### src/rtl/channel_sampler_pkg.sv
// Shared sizes, sample word type and pair-packing helper for channel_sampler.
package channel_sampler_pkg;
  localparam int SYNC_DEPTH = 5;
  localparam int SMPL_W     = 8;

  typedef logic [SMPL_W-1:0] smpl_t;

  // h/l carry stages 2..5 (index 1 = stage 2); newest pair lands in bit 7.
  function automatic smpl_t pack(input logic [SYNC_DEPTH-1:1] h,
                                 input logic [SYNC_DEPTH-1:1] l);
    return {h[1], l[1], h[2], l[2], h[3], l[3], h[4], l[4]};
  endfunction
endpackage

### src/rtl/chan_slice.sv
// One channel: high/low synchronizer-history chains, packed sample register.
// Optional edge outputs when CH_SAMPLE_EDGE_DET_EN is defined.
module chan_slice
  import channel_sampler_pkg::*;
(
  input  logic  clk,
  input  logic  rst,
  input  logic  smpl_en,
  input  logic  wrt_smpl,
  input  logic  ch_h,
  input  logic  ch_l,
  output logic  hff5,
  output logic  lff5,
  output smpl_t smpl
`ifdef CH_SAMPLE_EDGE_DET_EN
  ,
  output logic  h_rise,
  output logic  h_fall,
  output logic  l_rise,
  output logic  l_fall
`endif
);
  // Bit 0 is stage 1 (first synchronizer flop), bit SYNC_DEPTH-1 is stage 5.
  logic [SYNC_DEPTH-1:0] hff;
  logic [SYNC_DEPTH-1:0] lff;

  always_ff @(posedge clk) begin
    if (rst) begin
      hff  <= '0;
      lff  <= '0;
      smpl <= '0;
    end else begin
      if (smpl_en) begin
        hff <= {hff[SYNC_DEPTH-2:0], ch_h};
        lff <= {lff[SYNC_DEPTH-2:0], ch_l};
      end
      if (wrt_smpl)
        smpl <= pack(hff[SYNC_DEPTH-1:1], lff[SYNC_DEPTH-1:1]);
    end
  end

  assign hff5 = hff[SYNC_DEPTH-1];
  assign lff5 = lff[SYNC_DEPTH-1];

`ifdef CH_SAMPLE_EDGE_DET_EN
  // Edge flags compare stages 4 and 5 as they stand before the shift.
  always_ff @(posedge clk) begin
    if (rst) begin
      h_rise <= 1'b0;
      h_fall <= 1'b0;
      l_rise <= 1'b0;
      l_fall <= 1'b0;
    end else if (smpl_en) begin
      h_rise <=  hff[SYNC_DEPTH-2] & ~hff[SYNC_DEPTH-1];
      h_fall <= ~hff[SYNC_DEPTH-2] &  hff[SYNC_DEPTH-1];
      l_rise <=  lff[SYNC_DEPTH-2] & ~lff[SYNC_DEPTH-1];
      l_fall <= ~lff[SYNC_DEPTH-2] &  lff[SYNC_DEPTH-1];
    end
  end
`endif
endmodule

### src/rtl/channel_sampler.sv
// Multi-channel comparator sampler: NUM_CH chan_slice instances plus smpl_vld.
// Define CH_SAMPLE_EDGE_DET_EN to add the H/L rise/fall trigger outputs.
module channel_sampler
  import channel_sampler_pkg::*;
#(
  parameter int NUM_CH = 5
) (
  input  logic                     clk,
  input  logic                     rst,
  input  logic                     smpl_en,
  input  logic                     wrt_smpl,
  input  logic [NUM_CH-1:0]        CH_H,
  input  logic [NUM_CH-1:0]        CH_L,
  output logic [NUM_CH-1:0]        CH_Hff5,
  output logic [NUM_CH-1:0]        CH_Lff5,
  output smpl_t [NUM_CH-1:0]       smpl,
  output logic                     smpl_vld
`ifdef CH_SAMPLE_EDGE_DET_EN
  ,
  output logic [NUM_CH-1:0]        H_rise,
  output logic [NUM_CH-1:0]        H_fall,
  output logic [NUM_CH-1:0]        L_rise,
  output logic [NUM_CH-1:0]        L_fall
`endif
);
  for (genvar i = 0; i < NUM_CH; i++) begin : g_ch
    chan_slice u_slice (
      .clk      (clk),
      .rst      (rst),
      .smpl_en  (smpl_en),
      .wrt_smpl (wrt_smpl),
      .ch_h     (CH_H[i]),
      .ch_l     (CH_L[i]),
      .hff5     (CH_Hff5[i]),
      .lff5     (CH_Lff5[i]),
      .smpl     (smpl[i])
`ifdef CH_SAMPLE_EDGE_DET_EN
      ,
      .h_rise   (H_rise[i]),
      .h_fall   (H_fall[i]),
      .l_rise   (L_rise[i]),
      .l_fall   (L_fall[i])
`endif
    );
  end

  always_ff @(posedge clk) begin
    if (rst) smpl_vld <= 1'b0;
    else     smpl_vld <= wrt_smpl;
  end
endmodule

### config.mk
export PLATFORM = sky130hd
export DESIGN_NAME = channel_sampler
export DESIGN_NICKNAME = d
export VERILOG_FILES = /design/src/rtl/channel_sampler_pkg.sv /design/src/rtl/chan_slice.sv /design/src/rtl/channel_sampler.sv
export SDC_FILE = /design/constraint.sdc
export NUM_CORES = 1
export LEC_CHECK = 0
export ABC_AREA = 0
export CAP_MARGIN = 20
export CORE_ASPECT_RATIO = 1.1
export CORE_UTILIZATION = 46
export CTS_CLUSTER_SIZE = 12
export DETAILED_ROUTE_END_ITERATION = 10
export PLACE_DENSITY = 0.8
export SLEW_MARGIN = 20
export SYNTH_ARGS = -nofsm -noshare
export SYNTH_HDL_FRONTEND = slang
export SYNTH_SLANG_ARGS = --single-unit
### constraint.sdc
create_clock -name clk -period 0.8 [get_ports clk]
set_input_delay 0.16 -clock clk [delete_from_list [all_inputs] [get_ports clk]]
set_output_delay 0.16 -clock clk [all_outputs]
set_load 0.01 [all_outputs]
==> metrics.cfg, run 1 <==
[outcome]
outcome = finished with violations
violations = negative setup slack

[sta]
hold_viol = 0
tns_ns = -7.80
rsz0062_at_grt = yes
clock.fmax_ghz = 1.03
worstMarginPinSlew_ns = 0.216
clock-skew-final_ns = 0.00459
report.final.slew_viol_count = 0
setup_viol = 51
slew_headroom_pct = 85.6
timing.final.crit_share_pct = 122
whs_ns = 0.242
setup_ws_ns = -0.173
finalCriticalPeriod_ns = 0.973

[global_routing]
grt_overflow_total = 0
grtUsageTotal_pct = 15.5
antenna_found_initial = 0
grt_pass1_wl_um = 9330
grt_pass1_vias = 2052
grt_max_degree = 53

[placement]
portBuffers = 64
hpwlAfterDp_um = 3680
place_inst = 440
gp_congestion = 0.716

[power]
power_uw = 8220
power.density_mw_per_mm2 = 1880
leakagePower_uw = 0.00202
irDropWorstVdd_mv = 1.37

[final_layout]
syn_to_final_growth_pct = 30.4
multiInputGateArea_mm2 = 0.00125
final_util_pct = 62.0
drive_gt1_share_pct = 38.0
fin_cells = 459
fillerInstances = 581
antennaDiodeCount = 0
fin_nets = 383
seq_area_mm2 = 0.00188

[detailed_routing]
ant_nets = 0
drc = 0
drt_iter0_markers = 61
first_pass_iters = 4
totalWireLength_um = 5580
routedWlPerCell_um = 12.2
num_vias = 2179
avgViaCountPerCell = 4.75

[critical_path]
critPathMaxFanout = 2
critPathKind = register to output port
endpoint_kind = output port
critical_path_buf_inv_count = 1
slowest_delay_ns = 0.36
startpoint_type = register
slowest_stage = dfxtp_2
cp.arrival_ns = 0.81
worstPathCellList = buf_6
crit_required_ns = 0.64
cpLargestDelayFamily = flip-flops

[floorplan]
die_area_mm2 = 0.00763
initial_core_util_pct = 47.5
die_h_um = 91.5
coreArea_mm2 = 0.00705
rows = 32
die_w_um = 83.4
ioPinCount = 65

[yosys]
syn_inst = 303
syn_avg_cell_area_um2 = 11.1
netlist_top_cells_area = dfxtp_1 54%, mux2i_1 27%, nor2_1 10%
synth_cell_type_count = 8
synth-seq-cells = 91
synth_seq_area_share_pct = 54.4
synth.top_cell.area_share_pct = 54.4
syn-cell-area_mm2 = 0.00335
yosysTopAreaCell = dfxtp_1
ys_warn_count = 0
syn-num-nets = 317

[clocking]
worstSkewPairLatency_ns = 0.35
cts_max_path_buffers = 2
cts_tree = done
clockRootBuffer = clkbuf_8
cts.sinks = 91
numCtsBuffers = 9
cts.htree.levels = 3
cts.clk_slew.worst_paths_ns = 0.09

[run]
cap_violations = 0

[hold_path]
hp-class = primary input to register

## cell families (layout without fill, tap and decap cells)
kind of cell,Yosys count,after routing,share of synthesized area (%)
DFF,91,91,54.4
and+or+nand+nor,91,91,10.3
muxes,90,90,26.9
buffers and inverters,31,102,8.44
## cell usage after synthesis
library cell	number
buf_6	2
buf_2	10
buf_4	10
dfxtp_1	91
mux2i_1	90
nor2_1	90
nor2b_1	1
buf_8	9
## state kept, by name, summed over array words and instances (netlist names)
name,count
g_ch.u_slice.hff,25
g_ch.u_slice.smpl,40
smpl_vld,1
g_ch.u_slice.lff,25
## per-stage QoR
step	cell area (um2)	worst slack, ns
after floorplan	3350	0.0455
after global placement	4020	-0.227
after detailed placement	4020	-0.236
after CTS	4350	-0.185
after global routing	4370	-0.210
final	4370	-0.173
## repair_timing
item | in CTS | in global routing
hold buffers | 0 | 0
setup endpoints to repair | 51 | 55
buffers inserted | 2 | 1
pin swaps | 0 | 3
gates resized for setup | 304 | 4
## placed cells by master, fill, tap and decap left out
cell and count:
buf_2 3, nor2_1 90, buf_4 14, clkbuf_1 1, buf_12 6, dfxtp_1 41, clkbuf_8 9, buf_6 53
dfxtp_2 50, clkinv_4 1, inv_6 1, clkdlybuf4s50_1 10, bufinv_16 1, mux2i_2 1, clkinv_2 2, clkinvlp_4 1
nor2b_1 1, mux2i_1 89
## layout make-up
| type | count | area share [%] |
|---|---|---|
| Multi-Input combinational cell | 181 | 28.6 |
| Clock buffer | 10 | 2.92 |
| Clock inverter | 6 | 1.49 |
| Tap cell | 85 | 2.43 |
| Sequential cell | 91 | 43.1 |
| Timing Repair Buffer | 86 | 21.4 |
## metal layers
layer	vias up	GRT usage [%]	wire length [um]
met4	0	9.05	113
li1	1119	-	-
met3	9	3.45	220
met1	1003	18.0	2580
met5	-	0	0
met2	48	26.1	2660
## power by group
part | switching [uW] | internal, uW | leakage, uW
Sequential | 48.5 | 4600 | 0.000762
Clock | 1570 | 1450 | 0.0000966
Combinational | 259 | 286 | 0.00117
Total | 1880 | 6340 | 0.00202
## final timing paths
kind	cells past startpoint	from	to	slack (ns)
worst min-delay path	3	rst	g_ch[2].u_slice.smpl[0]	0.24
worst max-delay path	1	g_ch[2].u_slice.lff[4]	CH_Lff5[2]	-0.17
worst max register to register	3	g_ch[2].u_slice.lff[4]	g_ch[2].u_slice.smpl[0]	0.05
worst min register to register	2	g_ch[1].u_slice.smpl[0]	g_ch[1].u_slice.smpl[0]	0.50
(Power assumes the default switching activity.)
==> inputs of run 2 (changes only) <==
--- a/config.mk
+++ b/config.mk
@@ -7,11 +7,14 @@
 export LEC_CHECK = 0
 export ABC_AREA = 0
 export CAP_MARGIN = 20
+export CELL_PAD_IN_SITES_DETAIL_PLACEMENT = 1
+export CELL_PAD_IN_SITES_GLOBAL_PLACEMENT = 2
 export CORE_ASPECT_RATIO = 1.1
-export CORE_UTILIZATION = 46
+export CORE_UTILIZATION = 29
 export CTS_CLUSTER_SIZE = 12
 export DETAILED_ROUTE_END_ITERATION = 10
-export PLACE_DENSITY = 0.8
+export PLACE_DENSITY = 0.79
+export SKIP_CTS_REPAIR_TIMING = 1
 export SLEW_MARGIN = 20
 export SYNTH_ARGS = -nofsm -noshare
 export SYNTH_HDL_FRONTEND = slang
==> run 2 against run 1 <==
Compared with the run above: the flow still finishes with violations (negative setup slack); sequential power barely moved; first-iteration DRC count fell by 46%; sequential cell count stayed put; global-route usage down 3.0 points; cell count rose by 16%; count of clock-buffer cells in the layout is 2 higher; critical endpoint is now smpl[0].
==> metrics.cfg, run 2 (same netlist as run 1, synthesis figures left out) <==
[outcome]
outcome = finished with violations
violations = negative setup slack

[critical_path]
critPathMaxFanout = 2
cpLargestDelayFamily = flip-flops
startpoint = g_ch[0].u_slice.smpl[0]
critical_path_buf_inv_count = 1
r2r_start = g_ch[4].u_slice.smpl[3]
worstSetupEndpoint = smpl[0]
startpoint_type = register
endpoint_kind = output port
slowest_stage = dfxtp_2
critPathKind = register to output port
worstPathCellList = buf_6
r2r_end = g_ch[4].u_slice.smpl[3]
crit_required_ns = 0.64
slowest_delay_ns = 0.35
r2r_setup_slack_ns = -0.04
cp.arrival_ns = 0.79
cp.depth = 1
reg2regPathDepth = 4

[sta]
finalCriticalPeriod_ns = 0.954
report.final.slew_viol_count = 0
rsz0062_at_grt = yes
setup_viol = 52
hold_viol = 0
worstMarginPinSlew_ns = 0.171
timing.final.crit_share_pct = 119
clock.fmax_ghz = 1.05
slew_headroom_pct = 88.3
clock-skew-final_ns = 0.00540
setup_ws_ns = -0.154

[final_layout]
fin_nets = 396
syn_to_final_growth_pct = 39.0
drive_gt1_share_pct = 39.6
antennaDiodeCount = 0
largest-register = g_ch.u_slice.smpl
seq_area_mm2 = 0.00188
fillerInstances = 1220
fin_cells = 533
final_cell_mix = 90 x nor2_1, 89 x mux2i_1, 54 x buf_6, 50 x dfxtp_2, 41 x dfxtp_1
largest_reg_flops = 40
largestRegisters = g_ch.u_slice.smpl x40, g_ch.u_slice.hff x25, g_ch.u_slice.lff x25
multiInputGateArea_mm2 = 0.00125
final_common_cell = nor2_1

[global_routing]
met3_usage_pct = 2.50
grt_max_degree = 26
antenna_found_initial = 0
met2_usage_pct = 20.2
grt_pass1_wl_um = 11600
grt_busiest_layer = met2
grt_overflow_total = 0
grtUsageTotal_pct = 12.5
grt_pass1_vias = 2356
met1_usage_pct = 15.2

[placement]
portBuffers = 64
place_ws_ns = -0.247
gp_congestion = 0.651
place_inst = 514
hpwlAfterDp_um = 4790

[detailed_routing]
drt_iter0_markers = 33
drc = 0
first_pass_iters = 4
avgViaCountPerCell = 4.33
num_vias = 2310
totalWireLength_um = 7360
routedWlPerCell_um = 13.8
ant_nets = 0

[clocking]
numCtsBuffers = 9
cts_tree = done
worstSkewPairLatency_ns = 0.33
cts.htree.levels = 3
cts_max_path_buffers = 2
clockRootBuffer = clkbuf_16
cts.clk_slew.worst_paths_ns = 0.06
cts.sinks = 91

[floorplan]
die_area_mm2 = 0.0120
die_w_um = 104
ioPinCount = 65
rows = 40
die_h_um = 115
initial_core_util_pct = 30.3
coreArea_mm2 = 0.0111

[hold_path]
hp-class = primary input to register

[power]
power.density_mw_per_mm2 = 1950
irDropWorstVdd_mv = 0.766
leakagePower_uw = 0.00214
power_uw = 9060

[run]
cap_violations = 0

## run 2: layout make-up
class,count,share of cell area (%)
multi-input cells,181,26.8
well taps,147,3.95
flip-flops and latches,91,40.5
clock inverters,3,0.322
repair buffers,99,23.2
clock buffers,12,5.29
## run 2: worst min path at each step
stage | start | end | slack [ns] | cells after the start
after floorplan | CH_H[0] | g_ch[0].u_slice.hff[0] | 0.31 | 2
after global placement | rst | smpl_vld | 0.46 | 2
after detailed placement | rst | g_ch[2].u_slice.lff[1] | 0.47 | 2
after CTS | rst | g_ch[2].u_slice.lff[1] | 0.11 | 2
after global routing | rst | smpl_vld | 0.12 | 2
final | rst | g_ch[2].u_slice.smpl[6] | 0.12 | 2
## run 2: power breakdown
| group | internal, uW | switching (uW) | total, uW |
|---|---|---|---|
| clock network | 2160 | 1630 | 3790 |
| registers | 4610 | 51.9 | 4660 |
| logic | 321 | 285 | 606 |
| total | 7090 | 1970 | 9060 |
## run 2: per-layer routing
metal	share of wire [%]	vias up
met5	0	-
met4	2.2	0
met3	4.1	11
met2	49	52
met1	45	1109
li1	-	1138
## run 2: per-stage QoR
step	setup TNS (ns)	hold slack, ns	util [%]	cell area [um2]
final	-6.57	0.124	42.1	4660
after global routing	-8.07	0.119	42.1	4660
after detailed placement	-18.27	0.468	38.2	4230
after CTS	-29.87	0.106	40.6	4490
after floorplan	0	0.307	-	3350
after global placement	-16.30	0.462	38.2	4230
==> inputs of run 3 (changes only) <==
--- a/config.mk
+++ b/config.mk
@@ -13,7 +13,7 @@
 export CORE_UTILIZATION = 29
 export CTS_CLUSTER_SIZE = 12
 export DETAILED_ROUTE_END_ITERATION = 10
-export PLACE_DENSITY = 0.79
+export PLACE_DENSITY = 0.85
 export SKIP_CTS_REPAIR_TIMING = 1
 export SLEW_MARGIN = 20
 export SYNTH_ARGS = -nofsm -noshare
==> run 3 against run 2 <==
Compared with the run above: the flow still finishes with violations (negative setup slack); count of clock-buffer cells in the layout unchanged; sequential power about the same; largest cell class unchanged; largest power group unchanged; first-iteration DRC count increased by 36%; critical path type unchanged; cell count increased by 0.19%.
==> metrics.cfg, run 3 (same netlist as run 1, synthesis figures left out) <==
[final_layout]
final_common_cell = nor2_1
fin_cells = 534
syn_to_final_growth_pct = 39.5
multiInputGateArea_mm2 = 0.00125
seq_area_mm2 = 0.00188
fillerInstances = 1194
largestRegisters = g_ch.u_slice.smpl x40, g_ch.u_slice.hff x25, g_ch.u_slice.lff x25
largest_reg_flops = 40
final_cell_mix = 90 x nor2_1, 89 x mux2i_1, 52 x buf_6, 50 x dfxtp_2, 41 x dfxtp_1
largest-register = g_ch.u_slice.smpl
fin_nets = 397
final_cell_area_mm2 = 0.00467
antennaDiodeCount = 0
drive_gt1_share_pct = 39.5

[critical_path]
critPathMaxFanout = 2
crit_required_ns = 0.64
r2r_start = g_ch[4].u_slice.smpl[5]
endpoint_kind = output port
startpoint_type = register
worstSetupEndpoint = CH_Lff5[3]
r2r_end = g_ch[4].u_slice.smpl[5]
cpLargestDelayFamily = flip-flops
worstPathCellList = buf_6
critical_path_buf_inv_count = 1
slowest_stage = dfxtp_2
cp.arrival_ns = 0.80
slowest_delay_ns = 0.36
critPathKind = register to output port
reg2regPathDepth = 4
cp.depth = 1
startpoint = g_ch[3].u_slice.lff[4]
r2r_setup_slack_ns = -0.05

[clocking]
clockRootBuffer = clkbuf_16
cts_max_path_buffers = 2
cts.sinks = 91
cts_tree = done
cts.htree.levels = 3
numCtsBuffers = 9
cts.clk_slew.worst_paths_ns = 0.06
worstSkewPairLatency_ns = 0.33

[floorplan]
ioPinCount = 65
initial_core_util_pct = 30.3
die_h_um = 115
rows = 40
die_area_mm2 = 0.0120
die_w_um = 104
coreArea_mm2 = 0.0111

[global_routing]
antenna_found_initial = 0
grt_max_degree = 28
grt_pass1_wl_um = 11500
grtUsageTotal_pct = 12.2
grt_pass1_vias = 2394
grt_overflow_total = 0

[detailed_routing]
num_vias = 2303
totalWireLength_um = 7260
routedWlPerCell_um = 13.6
avgViaCountPerCell = 4.31
drt_iter0_markers = 45
drc = 0
first_pass_iters = 4
ant_nets = 0

[sta]
whs_ns = 0.256
hold_viol = 0
finalCriticalPeriod_ns = 0.956
worstMarginPinSlew_ns = 0.170
report.final.slew_viol_count = 0
clock-skew-final_ns = 0.00393
setup_ws_ns = -0.156
rsz0062_at_grt = yes
setup_viol = 52
timing.final.crit_share_pct = 120
slew_headroom_pct = 88.4
clock.fmax_ghz = 1.05

[power]
power.density_mw_per_mm2 = 1990
irDropWorstVdd_mv = 0.797
leakagePower_uw = 0.00215
power_uw = 9280

[placement]
portBuffers = 64
hpwlAfterDp_um = 4900
place_ws_ns = -0.243
gp_congestion = 0.652
place_inst = 514
place_area_mm2 = 0.00423

[hold_path]
hp-class = primary input to register

[outcome]
outcome = finished with violations
violations = negative setup slack

[run]
cap_violations = 0

[run 3: changes by cell type in the layout (fill, tap and decap cells not counted), sizes merged]
cell    change
clkinv      -1
bufinv      +1
buf         +1
[run 3: how the worst min path moves through the flow]
stage	from	endpoint	slack, ns	cells past startpoint
2_1_floorplan	CH_H[0]	g_ch[0].u_slice.hff[0]	0.31	2
3_3_place_gp	g_ch[2].u_slice.hff[0]	g_ch[2].u_slice.hff[1]	0.47	2
3_5_place_dp	g_ch[0].u_slice.hff[0]	g_ch[0].u_slice.hff[0]	0.48	2
4_1_cts	rst	g_ch[0].u_slice.lff[3]	0.25	3
5_1_grt	rst	g_ch[2].u_slice.lff[4]	0.27	3
6_report	rst	g_ch[0].u_slice.smpl[0]	0.26	3
[run 3: power by group]
group / internal [uW] / switching [uW]
registers: 4610 / 50.6
clock network: 2400 / 1620
logic: 321 / 281
total: 7330 / 1950
[run 3: area by class of cell]
type,instances,area share [%]
flip-flops and latches,91,40.3
repair buffers,100,23.1
multi-input cells,181,26.7
well taps,147,3.94
clock inverters,3,0.857
clock buffers,12,5.06
[run 3: metrics by stage]
| stage | util (%) | setup TNS, ns |
|---|---|---|
| floorplan | - | 0 |
| global placement | 38.2 | -15.55 |
| detailed placement | 38.2 | -17.87 |
| CTS | 40.7 | -29.74 |
| global route | 42.2 | -8.15 |
| finish | 42.2 | -6.48 |
[run 3: metal layers]
layer	up-vias	GRT usage, %	wire, um
met5	-	0	0
met1	1109	14.0	3150
met4	0	7.14	132
met3	9	2.85	288
met2	42	20.8	3680
li1	1143	-	-
